==> config.mk <==
export PLATFORM = sky130hd
export DESIGN_NAME = writeback_unit
export DESIGN_NICKNAME = d
export VERILOG_FILES = /design/src/rtl/riscv_pkg.sv /design/src/rtl/load_extender.sv /design/src/rtl/writeback_unit.sv
export SDC_FILE = /design/constraint.sdc
export NUM_CORES = 1
export LEC_CHECK = 0
export ABC_AREA = 1
export BUFFER_PORTS_ARGS = -buffer_cell sky130_fd_sc_hd__buf_4
export CAP_MARGIN = 20
export CORE_MARGIN = 2
export CORE_UTILIZATION = 46
export CTS_BUF_LIST = sky130_fd_sc_hd__clkbuf_4 sky130_fd_sc_hd__clkbuf_8
export DETAILED_ROUTE_END_ITERATION = 16
export PLACE_DENSITY = 0.72
export SLEW_MARGIN = 20
export SYNTH_ARGS = -nofsm -noshare
export SYNTH_HDL_FRONTEND = slang
export SYNTH_SLANG_ARGS = --single-unit
==> constraint.sdc <==
create_clock -name clk -period 1.4 [get_ports clk]
set_input_delay 0.21 -clock clk [delete_from_list [all_inputs] [get_ports clk]]
set_output_delay 0.21 -clock clk [all_outputs]
set_load 0.005 [all_outputs]
==> src/rtl/riscv_pkg.sv <==
// Shared RISC-V types, write-back select codes and load funct3 encodings.
package riscv_pkg;

  localparam int XLEN      = 32;
  localparam int REG_COUNT = 32;
  localparam int REG_AW    = $clog2(REG_COUNT);

  typedef logic [XLEN-1:0]   xlen_t;
  typedef logic [REG_AW-1:0] reg_addr_t;

  typedef enum logic [1:0] {
    WB_ALU  = 2'd0,
    WB_LOAD = 2'd1,
    WB_PC4  = 2'd2,
    WB_RSVD = 2'd3
  } wb_sel_t;

  localparam logic [2:0] F3_LB  = 3'b000;
  localparam logic [2:0] F3_LH  = 3'b001;
  localparam logic [2:0] F3_LW  = 3'b010;
  localparam logic [2:0] F3_LBU = 3'b100;
  localparam logic [2:0] F3_LHU = 3'b101;

  typedef enum logic {
    ST_IDLE      = 1'b0,
    ST_WAIT_LOAD = 1'b1
  } wb_state_t;

  // Instruction fields held while a load is outstanding.
  typedef struct packed {
    logic      reg_write;
    reg_addr_t rd;
    wb_sel_t   wb_sel;
    logic [2:0] funct3;
    xlen_t     alu_result;
    xlen_t     pc_plus4;
  } wb_entry_t;

endpackage

==> src/rtl/load_extender.sv <==
// Combinational load data alignment, sign/zero extension and misalignment detect.
module load_extender
  import riscv_pkg::*;
(
  input  xlen_t      word_i,
  input  logic [1:0] offset_i,
  input  logic [2:0] funct3_i,
  output xlen_t      data_o,
  output logic       misaligned_o
);

  logic [7:0]  w_byte;
  logic [15:0] w_half;

  assign w_byte = word_i[8*offset_i +: 8];
  assign w_half = offset_i[1] ? word_i[31:16] : word_i[15:0];

  always_comb begin
    // NOTE: both outputs get a default first so no path through the case infers a latch.
    data_o       = word_i;
    misaligned_o = 1'b0;
    case (funct3_i)
      F3_LB:  data_o = {{24{w_byte[7]}}, w_byte};
      F3_LBU: data_o = {24'd0, w_byte};
      F3_LH: begin
        data_o       = {{16{w_half[15]}}, w_half};
        misaligned_o = offset_i[0];
      end
      F3_LHU: begin
        data_o       = {16'd0, w_half};
        misaligned_o = offset_i[0];
      end
      default: misaligned_o = (offset_i != 2'b00);  // LW and unknown encodings
    endcase
  end

endmodule

==> src/rtl/writeback_unit.sv <==
// Write-back stage: accepts MEM-stage results, waits for load data, commits to the register file.
module writeback_unit
  import riscv_pkg::*;
(
  input  logic       clk,
  input  logic       rst_n,
  input  logic       mem_valid_i,
  output logic       mem_ready_o,
  input  logic       flush_i,
  input  logic       mem_reg_write_i,
  input  reg_addr_t  mem_rd_addr_i,
  input  wb_sel_t    mem_wb_sel_i,
  input  logic [2:0] mem_funct3_i,
  input  xlen_t      mem_alu_result_i,
  input  xlen_t      mem_pc_plus4_i,
  input  logic       dmem_rvalid_i,
  input  xlen_t      dmem_rdata_i,
  output logic       rf_we_o,
  output reg_addr_t  rf_rd_addr_o,
  output xlen_t      rf_rd_data_o,
  output logic       retire_o,
  output logic       misalign_o,
  output logic [63:0] instret_o
);

  wb_state_t   r_state;
  wb_entry_t   r_entry;
  logic [63:0] r_instret;
  xlen_t       w_load_data;
  logic        w_load_misaligned;

  load_extender u_load_extender (
    .word_i       (dmem_rdata_i),
    .offset_i     (r_entry.alu_result[1:0]),
    .funct3_i     (r_entry.funct3),
    .data_o       (w_load_data),
    .misaligned_o (w_load_misaligned)
  );

  assign mem_ready_o = (r_state == ST_IDLE);
  assign instret_o   = r_instret;

  always_ff @(posedge clk or negedge rst_n) begin
    if (!rst_n) begin
      r_state      <= ST_IDLE;
      r_entry      <= '0;
      r_instret    <= '0;
      rf_we_o      <= 1'b0;
      rf_rd_addr_o <= '0;
      rf_rd_data_o <= '0;
      retire_o     <= 1'b0;
      misalign_o   <= 1'b0;
    end else begin
      // NOTE: non-blocking everywhere here; every register samples pre-edge values.
      rf_we_o    <= 1'b0;
      retire_o   <= 1'b0;
      misalign_o <= 1'b0;
      case (r_state)
        ST_IDLE: begin
          if (mem_valid_i && !flush_i) begin
            r_entry <= '{reg_write:  mem_reg_write_i,
                         rd:         mem_rd_addr_i,
                         wb_sel:     mem_wb_sel_i,
                         funct3:     mem_funct3_i,
                         alu_result: mem_alu_result_i,
                         pc_plus4:   mem_pc_plus4_i};
            if (mem_wb_sel_i == WB_LOAD) begin
              r_state <= ST_WAIT_LOAD;  // read data arriving this cycle is not ours
            end else begin
              rf_we_o      <= mem_reg_write_i && (mem_rd_addr_i != '0) &&
                              (mem_wb_sel_i != WB_RSVD);
              rf_rd_addr_o <= mem_rd_addr_i;
              rf_rd_data_o <= (mem_wb_sel_i == WB_PC4) ? mem_pc_plus4_i : mem_alu_result_i;
              retire_o     <= 1'b1;
              r_instret    <= r_instret + 64'd1;
            end
          end
        end
        ST_WAIT_LOAD: begin
          if (flush_i) begin
            r_state <= ST_IDLE;
          end else if (dmem_rvalid_i) begin
            r_state      <= ST_IDLE;
            rf_rd_addr_o <= r_entry.rd;
            rf_rd_data_o <= w_load_data;
            if (w_load_misaligned) begin
              misalign_o <= 1'b1;
            end else begin
              rf_we_o   <= r_entry.reg_write && (r_entry.rd != '0);
              retire_o  <= 1'b1;
              r_instret <= r_instret + 64'd1;
            end
          end
        end
        default: r_state <= ST_IDLE;
      endcase
    end
  end

endmodule

# ---- After elaboration in Yosys (flattened, before gate mapping)
# Index checks and enable logic that the tools add are counted.
dict set report totals {
  inputBits 112
  regBits 116
}
dict set report op_classes {
  n_addsub 1
  n_eq_ne 11
  shifts 1
  n_mux 41
  reduce_logical 14
  bitwise_logic 1
}
# cell n
set ops {}
lappend ops {{64-bit two-way mux} 5}
lappend ops {{32-bit two-way mux} 5}
lappend ops {{32-bit one-hot mux with 4 select lines} 1}
lappend ops {{64-bit one-hot mux with 2 select lines} 1}
lappend ops {{64-bit by 1-bit adder with 64-bit output (second input constant)} 1}
lappend ops {{32-bit one-hot mux with 2 select lines} 1}
lappend ops {{32-bit by 6-bit indexed part select with 8-bit output} 1}
lappend ops {{5-bit two-way mux} 4}
lappend ops {{1-bit two-way mux} 18}
lappend ops {{16-bit two-way mux} 1}
lappend ops {{2-bit != test (second input constant)} 5}
lappend ops {{5-bit one-hot mux with 2 select lines} 1}
lappend ops {{5-bit nonzero test} 2}
lappend ops {{1-bit one-hot mux with 2 select lines} 4}
lappend ops {{3-bit equality test (second input constant)} 2}
lappend ops {{5-bit AND reduction} 1}
lappend ops {{1-bit logical AND} 4}
lappend ops {{4-bit AND reduction} 1}
lappend ops {{2-bit OR reduction} 2}
lappend ops {{3-bit by 1-bit equality test with 1-bit output (second input constant)} 1}
lappend ops {{3-bit logical NOT} 1}
lappend ops {{2-bit by 1-bit equality test with 1-bit output (second input constant)} 1}
lappend ops {{2-bit equality test (second input constant)} 1}
lappend ops {{2-bit by 1-bit != test with 1-bit output (second input constant)} 1}
lappend ops {{other kinds (4)} 4}

# ---- Depth between registers and ports, before layout
dict set report depth {
  word_depth 7
  mapped_depth 12
  mapped_depth_nobuf 11
}

# ---- Hierarchy
# A second synthesis with hierarchy kept.
dict set report unflattened {
  cells_unflattened 1042
  hier_area_um2 7427.1
}
# module seq_area_each_um2 cells_per_inst area_each_um2 instances
set by_module_without_submodules {}
lappend by_module_without_submodules {writeback_unit 2902.8 868 6607.6 1}
lappend by_module_without_submodules {load_extender 0.0 174 819.5 1}

# ---- Worst setup path before layout
# No wires, ideal clock.
dict set report synth_timing {
  path_kind {reg-to-reg}
  start {reg r_instret[0] (netlist: instret_o[0])}
  end {reg r_instret[62] (netlist: instret_o[62])}
  stages_incl_launch_ff 10
  t_required_ns 1.278
  setup_time_ns 0.122
  period_less_slack_ns 1.541
  t_arrival_ns 1.420
  setup_slack_ns -0.141
  cell_sequence {dfrtp_1 ha_1 nand3_1 inv_1 nand2_1 nor2_4 nand2_2 nor2_4 nand2_1 xor2_1}
}
dict set report synth_between {
  elab_chain_cells 5
  word_cells_on_any_way 7
  classes_between {add/sub (1); mux (6)}
}
# element line_no
set synth_lines {}
lappend synth_lines {{start: declaration} writeback_unit.sv:28} ;# logic [63:0] r_instret;
lappend synth_lines {{start signal: assignment} writeback_unit.sv:75} ;# r_instret <= r_instret + 64'd1;
lappend synth_lines {{start signal: assignment} writeback_unit.sv:91} ;# r_instret <= r_instret + 64'd1;
lappend synth_lines {{64-bit by 1-bit adder with 64-bit output (*)} {writeback_unit.sv:75, writeback_unit.sv:91}}
lappend synth_lines {{64-bit two-way mux} writeback_unit.sv:86} ;# if (w_load_misaligned) begin
lappend synth_lines {{64-bit two-way mux} writeback_unit.sv:82} ;# end else if (dmem_rvalid_i) begin
lappend synth_lines {{64-bit two-way mux} writeback_unit.sv:80} ;# if (flush_i) begin
lappend synth_lines {{64-bit one-hot mux with 2 select lines (*)} writeback_unit.sv:58} ;# case (r_state)
# Mark *: on every way between the ends. The rest lies on a longest branch, timed or not. The select of a mux whose other input is x is not followed.
# A chain may end at the register's enable or synchronous reset.

# ---- Final worst setup path
dict set report layout_timing {
  start {reg r_instret[25] (netlist: instret_o[25])}
  end {reg r_instret[62] (netlist: instret_o[62])}
}
# The elaborated chain is that of the path after synthesis.

==> results_dict.tcl <==
set metrics [dict create \
    grt_overflow 0 \
    cts_made_buffers 17 \
    hpwl_um 20700 \
    chipWidth_um 130 \
    postLayoutCellArea_um2 13500 \
    setup_violations 115 \
    numPortBuffers 216 \
    dieArea_um2 16900 \
    grt_pass1_vias 9055 \
    antenna_found_initial 0 \
    async_reset_ff_frac 1.00 \
    hold_viol 0 \
    fin_skew_ns 0.0160 \
    path_max_fanout 6 \
    netSwitchingFraction 0.343 \
    met1_usage 0.445 \
    synth_nets 1205 \
    worst_slew_pin_slew_ns 0.429 \
    clk_path_buf_depth 2 \
    antenna_cells 0 \
    fin_crit_sh 1.30 \
    syn-cell-area_um2 7290 \
    synthFlopType "dfrtp_1" \
    yosysSeqAreaShare 0.398 \
    grt_max_degree 36 \
    start_kind "flip-flop" \
    clk_pin_slew_ns 0.09 \
    critPathRequiredTime_ns 1.76 \
    cts.sinks 116 \
    final_max_slew_viol_count 0 \
    violations "negative setup slack" \
    status "finished with violations" \
    hold_class "in -> reg" \
    busiest_layer "met2" \
    slew_headroom 0.711 \
    grt_usage 0.355 \
    grt_first_pass_wirelength_um 46400 \
    gp_congestion 0.976 \
    nNetsFinal 1698 \
    setup_slack_ns -0.421 \
    wl_per_cell_um 20.2 \
    peakVddDrop_uv 714 \
    tns_ns -26.87 \
    rrSetupSlack_ns -0.42 \
    drt_pre_antenna_iters 9 \
    clock.fmax_mhz 549 \
    drive_gt1_frac 0.490 \
    rows 46 \
    place_ws_ns -0.287 \
    core_area_um2 15700 \
    ys_ff_latch 116 \
    grt_util_met2 0.611 \
    avgSynthCellArea_um2 6.67 \
    yosysWarnings 0 \
    seqPwrFrac 0.366 \
    p_comb_frac 0.337 \
    die-height_um 130 \
    powerDensity_nw_per_um2 830 \
    cts_htree_levels 4 \
    drt_iter0_markers 1104 \
    cts_tree "done" \
    vias_per_cell 5.72 \
    syn_inst 1092 \
    end_kind "flip-flop" \
    synth_edf_count 0 \
    syn2layout_area_growth_pct 85.3 \
    placed_area_um2 10800 \
    switchingPower_mw 3.84 \
    intPower_mw 7.37 \
    pin_count 217 \
    clk_root_buffer_cell "clkbuf_8" \
    fin_util 0.863 \
    min_period_ns 1.82 \
    insertion_delay_ns 0.47 \
    start_util 0.465 \
    synth_cell_types 36 \
    rsz0062_at_grt "yes" \
    vias 10371 \
    layout.cells.non_filler 1814 \
    ant_nets 0 \
    p_leak_nw 6.78 \
    dp_cells 1698 \
    pwr-share-clk 0.298 \
    critPathKind "reg -> reg" \
    critPathArrivalTime_ns 2.18 \
    drcViolationCount 0 \
    maxCapViolCount 0 \
    drt_wl_total_um 36600 \
    use_met3 0.0677 \
]
==> cells by family (layout without fill, tap and decap cells) <==
group,Yosys count,count (layout),share of synthesized area
AND/OR/NAND/NOR,699,700,0.404
AO/OA/AOI/OAI,101,101,0.0742
XOR/XNOR,37,37,0.0445
flip-flops,116,116,0.398
adder cells (fa/ha/maj),1,1,0.00172
buffers and inverters,138,643,0.0769
==> cell type report <==
class	instances	area [um^2]
clock buffer	19	262
clock inverter	13	148
fill	800	2150
inverter	107	439
multi-input combinational	839	4940
sequential	116	2910
tap	216	270
timing repair buffer	504	4540
==> cell usage after synthesis (5+ instances only) <==
cell type	n	area share
nand2_1	411	0.21
nor2_1	153	0.079
dfrtp_1	116	0.40
inv_1	100	0.052
nand3_1	59	0.041
o21ai_0	53	0.036
a21oi_1	30	0.021
nand4_1	21	0.018
xor2_1	19	0.023
xnor2_1	18	0.022
nor3_1	16	0.011
clkbuf_1	14	0.0072
buf_2	11	0.0076
nor2_2	11	0.0094
a31oi_1	9	0.0077
nor2_4	8	0.012
nand3_2	5	0.0069
o211ai_1	5	0.0052
==> path summary, 6_finish.rpt <==
| check | startpoint | endpoint | cells after the start |
|---|---|---|---|
| max | instret_o[25] | instret_o[62] | 8 |
| min | mem_rd_addr_i[2] | r_entry[71] | 3 |
| max reg2reg | instret_o[25] | instret_o[62] | 8 |
| min reg2reg | rf_rd_data_o[28] | rf_rd_data_o[28] | 2 |
| max in group asynchronous | rst_n | instret_o[52] | 3 |
| min in group asynchronous | rst_n | instret_o[33] | 2 |
==> metal layers <==
metal | share of wire | vias up
li1 | - | 4433
met1 | 0.34 | 4829
met2 | 0.48 | 866
met3 | 0.10 | 243
met4 | 0.070 | 0
met5 | 0 | -
==> flip-flops by register name (all words and copies together) (netlist names) <==
| register | cells |
|---|---|
| r_state | 1 |
| instret_o | 64 |
| retire_o | 1 |
| rf_rd_data_o | 32 |
| r_entry | 11 |
| misalign_o | 1 |
| rf_rd_addr_o | 5 |
| rf_we_o | 1 |
==> through the flow <==
stage	power (mW)	hold WS (ns)
2_1_floorplan	5.16	-0.0856
3_3_place_gp	6.83	0.142
3_5_place_dp	6.88	0.139
4_1_cts	10.5	0.0128
5_1_grt	11.6	0.0285
6_report	11.2	0.0401
==> power by group through the flow <==
| stage | clock [mW] | combinational (mW) | sequential [mW] |
|---|---|---|---|
| after floorplan | 0 | 1.07 | 4.08 |
| final | 3.34 | 3.78 | 4.10 |
| after CTS | 3.27 | 3.16 | 4.04 |
| after global placement | 0 | 2.74 | 4.10 |
| after detailed placement | 0 | 2.79 | 4.10 |
| after global routing | 3.49 | 3.97 | 4.14 |
==> critical path: stages, from the launching register on <==
cell     delay, ns
dfrtp_1       0.43
nand2_1       0.15
nor2_1        0.29
nand2_1       0.11
nor2_1        0.16
nand2_2       0.08
nor2_4        0.22
nand2_1       0.10
xor2_1        0.15
==> placed cells by master (no fill, tap or decap), types with 8 or more instances in the layout <==
master and n:
nor2_4 43, nand4_1 21, xnor2_1 13, nand2_1 325
a21oi_1 23, nand2_2 55, dfrtp_2 8, o21ai_0 32
nand3_2 12, clkbuf_8 19, buf_12 15, buf_4 378
nor2_1 89, xor2_1 19, nor2_2 41, dfrtp_1 108
dlygate4sd3_1 12, buf_6 85, o21ai_2 12, nand2_4 34
inv_1 91, nor3_1 10, nand3_1 44, nand3_4 8
==> repair_timing <==
| action | CTS | global route |
|---|---|---|
| endpoints found under the setup margin | 110 | 129 |
| pin swaps | 48 | 73 |
| gates cloned | 6 | 5 |
| setup buffers | 35 | 45 |
| gates resized for setup | 170 | 246 |
| endpoints found under the hold margin | 125 | 0 |
| hold buffers | 12 | 0 |
(Power assumes the default switching activity.)
